File: config.mk
export PLATFORM = sky130hd
export DESIGN_NAME = framebuffer_scanout
export DESIGN_NICKNAME = d
export VERILOG_FILES = /design/src/rtl/fb_scanout_pkg.sv /design/src/rtl/video_timing.sv /design/src/rtl/framebuffer_scanout.sv
export SDC_FILE = /design/constraint.sdc
export NUM_CORES = 1
export LEC_CHECK = 0
export ABC_AREA = 1
export CAP_MARGIN = 5
export CORE_ASPECT_RATIO = 0.5
export CORE_MARGIN = 1
export CORE_UTILIZATION = 40
export CTS_CLUSTER_DIAMETER = 120
export DETAILED_ROUTE_END_ITERATION = 10
export PLACE_DENSITY = 0.71
export REMOVE_ABC_BUFFERS = 1
export SETUP_SLACK_MARGIN = 0.02
export SLEW_MARGIN = 30
export SYNTH_ARGS = -nofsm -noshare
export SYNTH_HDL_FRONTEND = slang
export SYNTH_SLANG_ARGS = --single-unit
File: constraint.sdc
create_clock -name clk -period 2.3 [get_ports clk]
set_input_delay 0.23 -clock clk [delete_from_list [all_inputs] [get_ports clk]]
set_output_delay 0.23 -clock clk [all_outputs]
set_load 0.02 [all_outputs]
File: src/rtl/fb_scanout_pkg.sv
// Shared types and default VGA 640x480 timing for the framebuffer scanout block.
package fb_scanout_pkg;

    typedef enum logic [1:0] {
        STOPPED = 2'd0,
        RUNNING = 2'd1,
        MUTED   = 2'd2
    } scan_state_t;

    localparam int unsigned VGA_H_ACTIVE = 640;
    localparam int unsigned VGA_H_FRONT  = 16;
    localparam int unsigned VGA_H_SYNC   = 96;
    localparam int unsigned VGA_H_BACK   = 48;
    localparam int unsigned VGA_V_ACTIVE = 480;
    localparam int unsigned VGA_V_FRONT  = 10;
    localparam int unsigned VGA_V_SYNC   = 2;
    localparam int unsigned VGA_V_BACK   = 33;

    // Counter width able to hold 0..n-1, never narrower than one bit.
    function automatic int unsigned cnt_width(input int unsigned n);
        return (n > 1) ? $clog2(n) : 1;
    endfunction

endpackage

File: src/rtl/video_timing.sv
// Raster h/v counters with position-level data-enable, active-low syncs and frame-boundary strobe.
module video_timing
    import fb_scanout_pkg::*;
#(
    parameter int unsigned H_ACTIVE = VGA_H_ACTIVE,
    parameter int unsigned H_FRONT  = VGA_H_FRONT,
    parameter int unsigned H_SYNC   = VGA_H_SYNC,
    parameter int unsigned H_BACK   = VGA_H_BACK,
    parameter int unsigned V_ACTIVE = VGA_V_ACTIVE,
    parameter int unsigned V_FRONT  = VGA_V_FRONT,
    parameter int unsigned V_SYNC   = VGA_V_SYNC,
    parameter int unsigned V_BACK   = VGA_V_BACK,
    localparam int unsigned H_TOTAL = H_ACTIVE + H_FRONT + H_SYNC + H_BACK,
    localparam int unsigned V_TOTAL = V_ACTIVE + V_FRONT + V_SYNC + V_BACK,
    localparam int unsigned HW      = cnt_width(H_TOTAL),
    localparam int unsigned VW      = cnt_width(V_TOTAL)
) (
    input  logic          clk,
    input  logic          rst_n,
    input  logic          run,
    output logic [HW-1:0] h,
    output logic [VW-1:0] v,
    output logic          de,
    output logic          hsync,
    output logic          vsync,
    output logic          boundary
);

    logic h_last;
    logic v_last;

    assign h_last = (h == HW'(H_TOTAL - 1));
    assign v_last = (v == VW'(V_TOTAL - 1));

    always_ff @(posedge clk or negedge rst_n) begin
        if (!rst_n) begin
            h <= '0;
            v <= '0;
        end else if (!run) begin
            h <= '0;
            v <= '0;
        end else if (h_last) begin
            h <= '0;
            v <= v_last ? '0 : v + VW'(1);
        end else begin
            h <= h + HW'(1);
        end
    end

    always_comb begin
        de       = run && (h < HW'(H_ACTIVE)) && (v < VW'(V_ACTIVE));
        hsync    = !(run && (h >= HW'(H_ACTIVE + H_FRONT))
                         && (h <  HW'(H_ACTIVE + H_FRONT + H_SYNC)));
        vsync    = !(run && (v >= VW'(V_ACTIVE + V_FRONT))
                         && (v <  VW'(V_ACTIVE + V_FRONT + V_SYNC)));
        boundary = run && h_last && v_last;
    end

endmodule

File: src/rtl/framebuffer_scanout.sv
// Scans the framebuffer in raster order with integer upscaling and emits a timed video stream.
// Holds the run/mute FSM, the multiplier-free address generator and the output alignment pipeline.
module framebuffer_scanout
    import fb_scanout_pkg::*;
#(
    parameter int unsigned FB_WIDTH   = 160,
    parameter int unsigned FB_HEIGHT  = 120,
    parameter int unsigned DATA_WIDTH = 12,
    parameter int unsigned SCALE      = 4,
    parameter int unsigned H_FRONT    = VGA_H_FRONT,
    parameter int unsigned H_SYNC     = VGA_H_SYNC,
    parameter int unsigned H_BACK     = VGA_H_BACK,
    parameter int unsigned V_FRONT    = VGA_V_FRONT,
    parameter int unsigned V_SYNC     = VGA_V_SYNC,
    parameter int unsigned V_BACK     = VGA_V_BACK,
    parameter logic [DATA_WIDTH-1:0] BLANK_VALUE = '0,
    localparam int unsigned ADDR_WIDTH = cnt_width(FB_WIDTH * FB_HEIGHT)
) (
    input  logic                  clk,
    input  logic                  rst_n,
    input  logic                  enable,
    input  logic                  fb_ready,
    output logic [ADDR_WIDTH-1:0] fb_addr_read,
    input  logic [DATA_WIDTH-1:0] fb_data,
    output logic [DATA_WIDTH-1:0] pixel_out,
    output logic                  de_out,
    output logic                  hsync_out,
    output logic                  vsync_out,
    output logic                  frame_start,
    output logic                  frame_end
);

    localparam int unsigned H_ACTIVE = FB_WIDTH * SCALE;
    localparam int unsigned V_ACTIVE = FB_HEIGHT * SCALE;
    localparam int unsigned HW = cnt_width(H_ACTIVE + H_FRONT + H_SYNC + H_BACK);
    localparam int unsigned VW = cnt_width(V_ACTIVE + V_FRONT + V_SYNC + V_BACK);
    localparam int unsigned SW = cnt_width(SCALE);
    localparam int unsigned XW = cnt_width(FB_WIDTH);

    scan_state_t state, state_next;
    logic run, show;

    logic [HW-1:0] h;
    logic [VW-1:0] v;
    logic de_pos, hsync_pos, vsync_pos, boundary;

    video_timing #(
        .H_ACTIVE (H_ACTIVE),
        .H_FRONT  (H_FRONT),
        .H_SYNC   (H_SYNC),
        .H_BACK   (H_BACK),
        .V_ACTIVE (V_ACTIVE),
        .V_FRONT  (V_FRONT),
        .V_SYNC   (V_SYNC),
        .V_BACK   (V_BACK)
    ) u_timing (
        .clk      (clk),
        .rst_n    (rst_n),
        .run      (run),
        .h        (h),
        .v        (v),
        .de       (de_pos),
        .hsync    (hsync_pos),
        .vsync    (vsync_pos),
        .boundary (boundary)
    );

    always_ff @(posedge clk or negedge rst_n) begin
        if (!rst_n) state <= STOPPED;
        else        state <= state_next;
    end

    // Mode only changes at a frame boundary so a frame is never half blanked.
    always_comb begin
        state_next = state;
        case (state)
            STOPPED: if (enable) state_next = fb_ready ? RUNNING : MUTED;
            RUNNING,
            MUTED:   if (boundary) state_next = !enable ? STOPPED : (fb_ready ? RUNNING : MUTED);
            default: state_next = STOPPED;
        endcase
    end

    always_comb begin
        run  = (state != STOPPED);
        show = (state == RUNNING);
    end

    logic [SW-1:0]         col_sub, row_sub;
    logic [XW-1:0]         fb_x;
    logic [ADDR_WIDTH-1:0] row_base;
    logic                  line_last;

    assign line_last = de_pos && (h == HW'(H_ACTIVE - 1));

    // Sub-counters replace (v/SCALE)*FB_WIDTH + h/SCALE; fb_x wraps naturally at line end.
    always_ff @(posedge clk or negedge rst_n) begin
        if (!rst_n) begin
            col_sub  <= '0;
            row_sub  <= '0;
            fb_x     <= '0;
            row_base <= '0;
        end else if (!run || boundary) begin
            col_sub  <= '0;
            row_sub  <= '0;
            fb_x     <= '0;
            row_base <= '0;
        end else if (de_pos) begin
            if (col_sub == SW'(SCALE - 1)) begin
                col_sub <= '0;
                fb_x    <= (fb_x == XW'(FB_WIDTH - 1)) ? '0 : fb_x + XW'(1);
            end else begin
                col_sub <= col_sub + SW'(1);
            end
            if (line_last) begin
                if (row_sub == SW'(SCALE - 1)) begin
                    row_sub  <= '0;
                    row_base <= row_base + ADDR_WIDTH'(FB_WIDTH);
                end else begin
                    row_sub <= row_sub + SW'(1);
                end
            end
        end
    end

    logic first_pos, last_pos;
    assign first_pos = show && de_pos && (h == '0) && (v == '0);
    assign last_pos  = show && line_last && (v == VW'(V_ACTIVE - 1));

    logic de1, hs1, vs1, fs1, fe1, show1;
    logic de2, hs2, vs2, fs2, show2;

    // Stage 1 issues the read; stage 2 waits on the framebuffer; stage 3 registers the pixel.
    always_ff @(posedge clk or negedge rst_n) begin
        if (!rst_n) begin
            fb_addr_read <= '0;
            de1 <= 1'b0; hs1 <= 1'b1; vs1 <= 1'b1; fs1 <= 1'b0; fe1 <= 1'b0; show1 <= 1'b0;
            de2 <= 1'b0; hs2 <= 1'b1; vs2 <= 1'b1; fs2 <= 1'b0; show2 <= 1'b0;
            frame_end   <= 1'b0;
            pixel_out   <= BLANK_VALUE;
            de_out      <= 1'b0;
            hsync_out   <= 1'b1;
            vsync_out   <= 1'b1;
            frame_start <= 1'b0;
        end else begin
            fb_addr_read <= de_pos ? row_base + ADDR_WIDTH'(fb_x) : '0;
            de1   <= de_pos;
            hs1   <= hsync_pos;
            vs1   <= vsync_pos;
            fs1   <= first_pos;
            fe1   <= last_pos;
            show1 <= show && de_pos;

            de2   <= de1;
            hs2   <= hs1;
            vs2   <= vs1;
            fs2   <= fs1;
            show2 <= show1;
            frame_end <= fe1;

            pixel_out   <= show2 ? fb_data : BLANK_VALUE;
            de_out      <= de2;
            hsync_out   <= hs2;
            vsync_out   <= vs2;
            frame_start <= fs2;
        end
    end

endmodule

### Word-level counts from Yosys, hierarchy flattened

Index checks and enable logic that the tools add are counted.

* bits in registers: 92
* logic and storage cells: 108
* output and inout port bits: 32

* mux-type cells: 27
* reduce and logical (&&, ||, !) cells: 31
* add/subtract/negate cells: 7
* equal/unequal tests: 12
* magnitude comparators: 6

Operator list (number)
* two-way mux 15 bit: 5
* two-way mux 10 bit: 5
* two-way mux 8 bit: 4
* == test 10 bit (second input constant): 3
* two-way mux 2 bit: 11
* adder 10 x 1 -> 10 bit (second input constant): 2
* zero test 10 bit: 2
* < comparator 10 bit (second input constant): 2
* < comparator 10 x 9 -> 1 bit (second input constant): 2
* adder 15 x 8 -> 15 bit: 1
* adder 15 x 8 -> 15 bit (second input constant): 1
* logical AND 1 bit: 14
* two-way mux 12 bit: 1
* == test 10 x 9 -> 1 bit (second input constant): 1
* >= comparator 10 bit (second input constant): 1
* >= comparator 10 x 9 -> 1 bit (second input constant): 1
* nonzero test 2 bit: 5
* adder 8 x 1 -> 8 bit (second input constant): 1
* == test 8 bit (second input constant): 1
* == test 2 bit (second input constant): 3
* != test 2 bit (second input constant): 3
* AND reduction 2 bit: 3
* adder 2 x 1 -> 2 bit (second input constant): 2
* case mux 2 bit (2 select lines): 1
* other kinds (6): 8

### Longest topological paths before layout

* word-level depth: 7
* mapped depth: 11

### By module

A second synthesis with hierarchy kept.

* cells, all modules: 544
* area total of the unflattened synthesis: 4509.3 um^2

By module, submodules not included
* framebuffer_scanout: cells each 356, instances 1, seq. area each 1684.1 um^2, area an instance 3154.3 um^2
* video_timing: cells each 188, instances 1, seq. area each 500.5 um^2, area an instance 1355.0 um^2

### Least setup slack after synthesis

OpenSTA, ideal clock, no wires.

* path kind: register to register
* start: reg state[0]
* end: reg row_base[12]
* cell stages (with the launch flop): 10
* path buffers: 1
* arrival: 1.491 ns
* required time: 2.182 ns
* slack: 0.691 ns
* clock period less this slack: 1.609 ns
* cells stage by stage: dfrtp_1 > inv_1 > ha_1 > nor2_2 > nand2_2 > nor2_8 > nand3_2 > buf_2 > nand3_1 > nand2_1

* word-level cells in the longest chain between the ends: 6
* elaborated cells between the ends (all ways): 13
* classes of those cells: mux: 1; reduce/logical: 12

Ends and longest elaborated chain
* start: declaration: RTL line framebuffer_scanout.sv:40 `scan_state_t state, state_next;`
* start signal: assignment: RTL line framebuffer_scanout.sv:70 `else state <= state_next;`
* nonzero test 2 bit *: RTL line framebuffer_scanout.sv:85 `run = (state != STOPPED);`
* logical AND 1 bit (on tied branches) (2 in a row): RTL line video_timing.sv:56, video_timing.sv:51
* logical OR 1 bit or logical AND 1 bit (tied branches): RTL line framebuffer_scanout.sv:103, framebuffer_scanout.sv:94
* nonzero test 2 bit (no source line)
* AND reduction 3 bit (no source line)
* end signal: assignment: RTL line framebuffer_scanout.sv:118 `row_base <= row_base + ADDR_WIDTH'(FB_WIDTH);`
* end: declaration: RTL line framebuffer_scanout.sv:91 `logic [ADDR_WIDTH-1:0] row_base;`

Every way passes the cells marked *; elsewhere a longest branch is shown, timed or not.
A chain may end at the register's enable or synchronous reset.

### Final worst setup path

* start: reg state[0]
* end: reg fb_addr_read[2]

* word-level cells in the longest chain between the ends: 4

Ends and longest elaborated chain
* nonzero test 2 bit: RTL line framebuffer_scanout.sv:85
* logical AND 1 bit (2 in a row): RTL line video_timing.sv:51 `de = run && (h < HW'(H_ACTIVE)) && (v < VW'(V_ACTIVE));`
* two-way mux 15 bit: RTL line framebuffer_scanout.sv:146 `fb_addr_read <= de_pos ? row_base + ADDR_WIDTH'(fb_x) : '0;`
* end signal: assignment: RTL line framebuffer_scanout.sv:146
* end: declaration: RTL line framebuffer_scanout.sv:23 `output logic [ADDR_WIDTH-1:0] fb_addr_read,`

No other way between the ends.

==> metrics.cfg <==
[run_status]
outcome = completed

[sta]
maxSlewViolCount = 0
min_period_ns = 1.87
fin_tns_setup_ns = 0
hold_viol_final = 0
setup_viol = 0
max_freq_mhz = 536
rsz0062_at_grt = no
finClkSkew_ns = 0.00785
finalCritPeriodShare = 0.812

[grt]
grt_start_max_net_pins = 56
grt_use_total = 0.168
grt_pass1_wl_mm = 14.4
antenna_found_initial = 0
grt_overflow = 0
grt_pass1_vias = 3046

[layout]
multi_input_area_um2 = 1750
regArea_um2 = 2180
fin_nets = 575
diodes = 0
syn_to_final_growth_pct = 22.3
drive_above_1_share = 0.0874
design_area_um2 = 5190
nFillCells = 940

[floorplan]
core-area_um2 = 10200
dieArea_um2 = 11100
die_h_um = 74.9
ios = 48
die_x_um = 148
start_util = 0.415
fp-row-count = 26

[route]
drc = 0
drt-vias-per-instance = 4.86
wire_per_inst_um = 12.4
drt_first_pass_iters = 5
drtIter0Drc = 196
vias = 3350
ant_nets = 0
drt_wl_total_mm = 8.55

[yosys]
synth_commonest_cells = nand2_1, dfrtp_1, inv_1
synth_area_um2 = 4250
synthCells = 492
syn_area_per_cell_um2 = 8.63
seq_area_frac_synth = 0.514
ys_ff_latch = 87
synth_warnings = 0
synth.area.top_cells = dfrtp_1, nand2_1, nand3_1
ys.flop_type = dfrtp_1
yosysTopAreaCellShare = 0.477
async_reset_ff_frac = 1.00
yosysMostFrequentCell = nand2_1
synth_edf_count = 0
synth_top_cell_by_area = dfrtp_1
ys_types = 36

[clock_network]
cts.sinks = 87
clockBufferDepth = 2
clock-root-buffer = clkbuf_16
cts_buffers = 9
cts_max_level = 3
clock_latency_ns = 0.34
cts.reportedPaths.clkPinSlew_ns = 0.06
cts_tree = done
postCtsSetupRepairBufs = 0

[critical_path]
crit_arrival_ns = 2.12
end_kind = flip-flop
path_max_fanout = 13
cp-start-kind = flip-flop
critical_path_class = flip-flop to flip-flop
worst_ep_required_time_ns = 2.55

[place]
gp_congestion = 0.860
portBuffers = 47
dp.final_hpwl_mm = 5.99
dpl_cell_area_um2 = 4860

[pwr]
p_leak_nw = 2.51
ir_worst_vdd_v = 0.000465
power_density_nw_per_um2 = 822

[flow_run]
maxCapViolations = 0

[min_path]
hold_class = flip-flop to flip-flop

path summary, 6_finish.rpt:
check                         start                to  slack, ns  cells past startpoint
setup reg to reg           state[0]   fb_addr_read[2]       0.43                      9
min in group asynchronous     rst_n  fb_addr_read[14]       0.39                      2
max in group asynchronous     rst_n               vs1       1.22                      3
hold reg to reg                 de1               de2       0.35                      0
setup / recovery           state[0]   fb_addr_read[2]       0.43                      9
hold / removal                  de1               de2       0.35                      0
critical path: stages (launching register included):
cell and delay [ns]:
dfrtp_1 0.40, inv_1 0.06, ha_1 0.23, nor2_2 0.15
nand2_2 0.10, nor2_8 0.18, nand2_4 0.12, inv_2 0.22
o21ai_0 0.15, a21oi_1 0.16
sequential cells by signal, indices dropped and copies added, names as in the netlist, 2 cells and up:
signal,cells
u_timing.v,10
col_sub,2
fb_addr_read,15
row_sub,2
row_base,10
fb_x,8
pixel_out,12
u_timing.h,10
state,2
per-layer routing:
| metal | up-vias | track usage | share of wire |
|---|---|---|---|
| li1 | 1690 | - | - |
| met1 | 1595 | 0.215 | 0.48 |
| met2 | 59 | 0.286 | 0.47 |
| met3 | 6 | 0.0430 | 0.037 |
| met4 | 0 | 0.0481 | 0.0070 |
| met5 | - | 0 | 0 |
kinds of logic (layout without fill, tap and decap cells):
logic type | count (synthesis) | after routing | share of synthesized area
AO/OA/AOI/OAI | 42 | 42 | 0.0554
XOR/XNOR | 14 | 14 | 0.0289
adder cells (fa/ha/maj) | 15 | 15 | 0.0442
buffers and inverters | 75 | 132 | 0.0736
flip-flops | 87 | 87 | 0.514
other | 1 | 1 | 0.000883
AND/OR/NAND/NOR | 258 | 258 | 0.283
cell type report:
type,count,share of cell area
sequential,87,0.421
multi-input combinational,330,0.337
timing repair buffer,52,0.100
inverter,64,0.0463
clock buffer,10,0.0460
tap,140,0.0337
clock inverter,6,0.0161
cells in the final DEF (no fill, tap or decap), drive strengths merged, types with 4 or more instances in the layout:
| master | netlist | final |
|---|---|---|
| o21ai | 14 | 14 |
| xor2 | 11 | 11 |
| clkbuf | 1 | 10 |
| clkdlybuf4s50 | 0 | 46 |
| nand3b | 9 | 9 |
| nand2 | 106 | 106 |
| dfstp | 6 | 6 |
| nand3 | 57 | 57 |
| buf | 10 | 5 |
| clkinv | 0 | 4 |
| o22ai | 4 | 4 |
| a21oi | 19 | 19 |
| ha | 15 | 15 |
| dfrtp | 81 | 81 |
| nor2 | 63 | 63 |
| nand4 | 7 | 7 |
| inv | 64 | 64 |
| nor3 | 11 | 11 |
per-stage QoR:
stage | utilization | setup WS (ns) | hold WS (ns) | power [mW] | instances
2_1_floorplan | - | 0.267 | -0.0656 | 2.35 | 481
3_5_place_dp | 0.474 | 0.446 | 0.213 | 2.74 | 672
5_1_grt | 0.507 | 0.278 | 0.358 | 4.50 | 689
3_3_place_gp | 0.474 | 0.520 | 0.207 | 2.72 | 672
6_report | 0.507 | 0.433 | 0.346 | 4.27 | 689
4_1_cts | 0.507 | 0.402 | 0.350 | 4.32 | 689
what timing repair did:
| action | 4_1_cts | 5_1_grt |
|---|---|---|
| hold buffers | 1 | 0 |
| hold endpoints to repair | 32 | 0 |
| resized for setup | 0 | 0 |
power breakdown:
part / internal, mW / total [mW] / switching [mW]
logic: 0.343 / 0.973 / 0.630
registers: 1.66 / 1.74 / 0.0744
clock network: 0.976 / 1.56 / 0.584
Note: power is estimated with default switching activity, not from simulation.
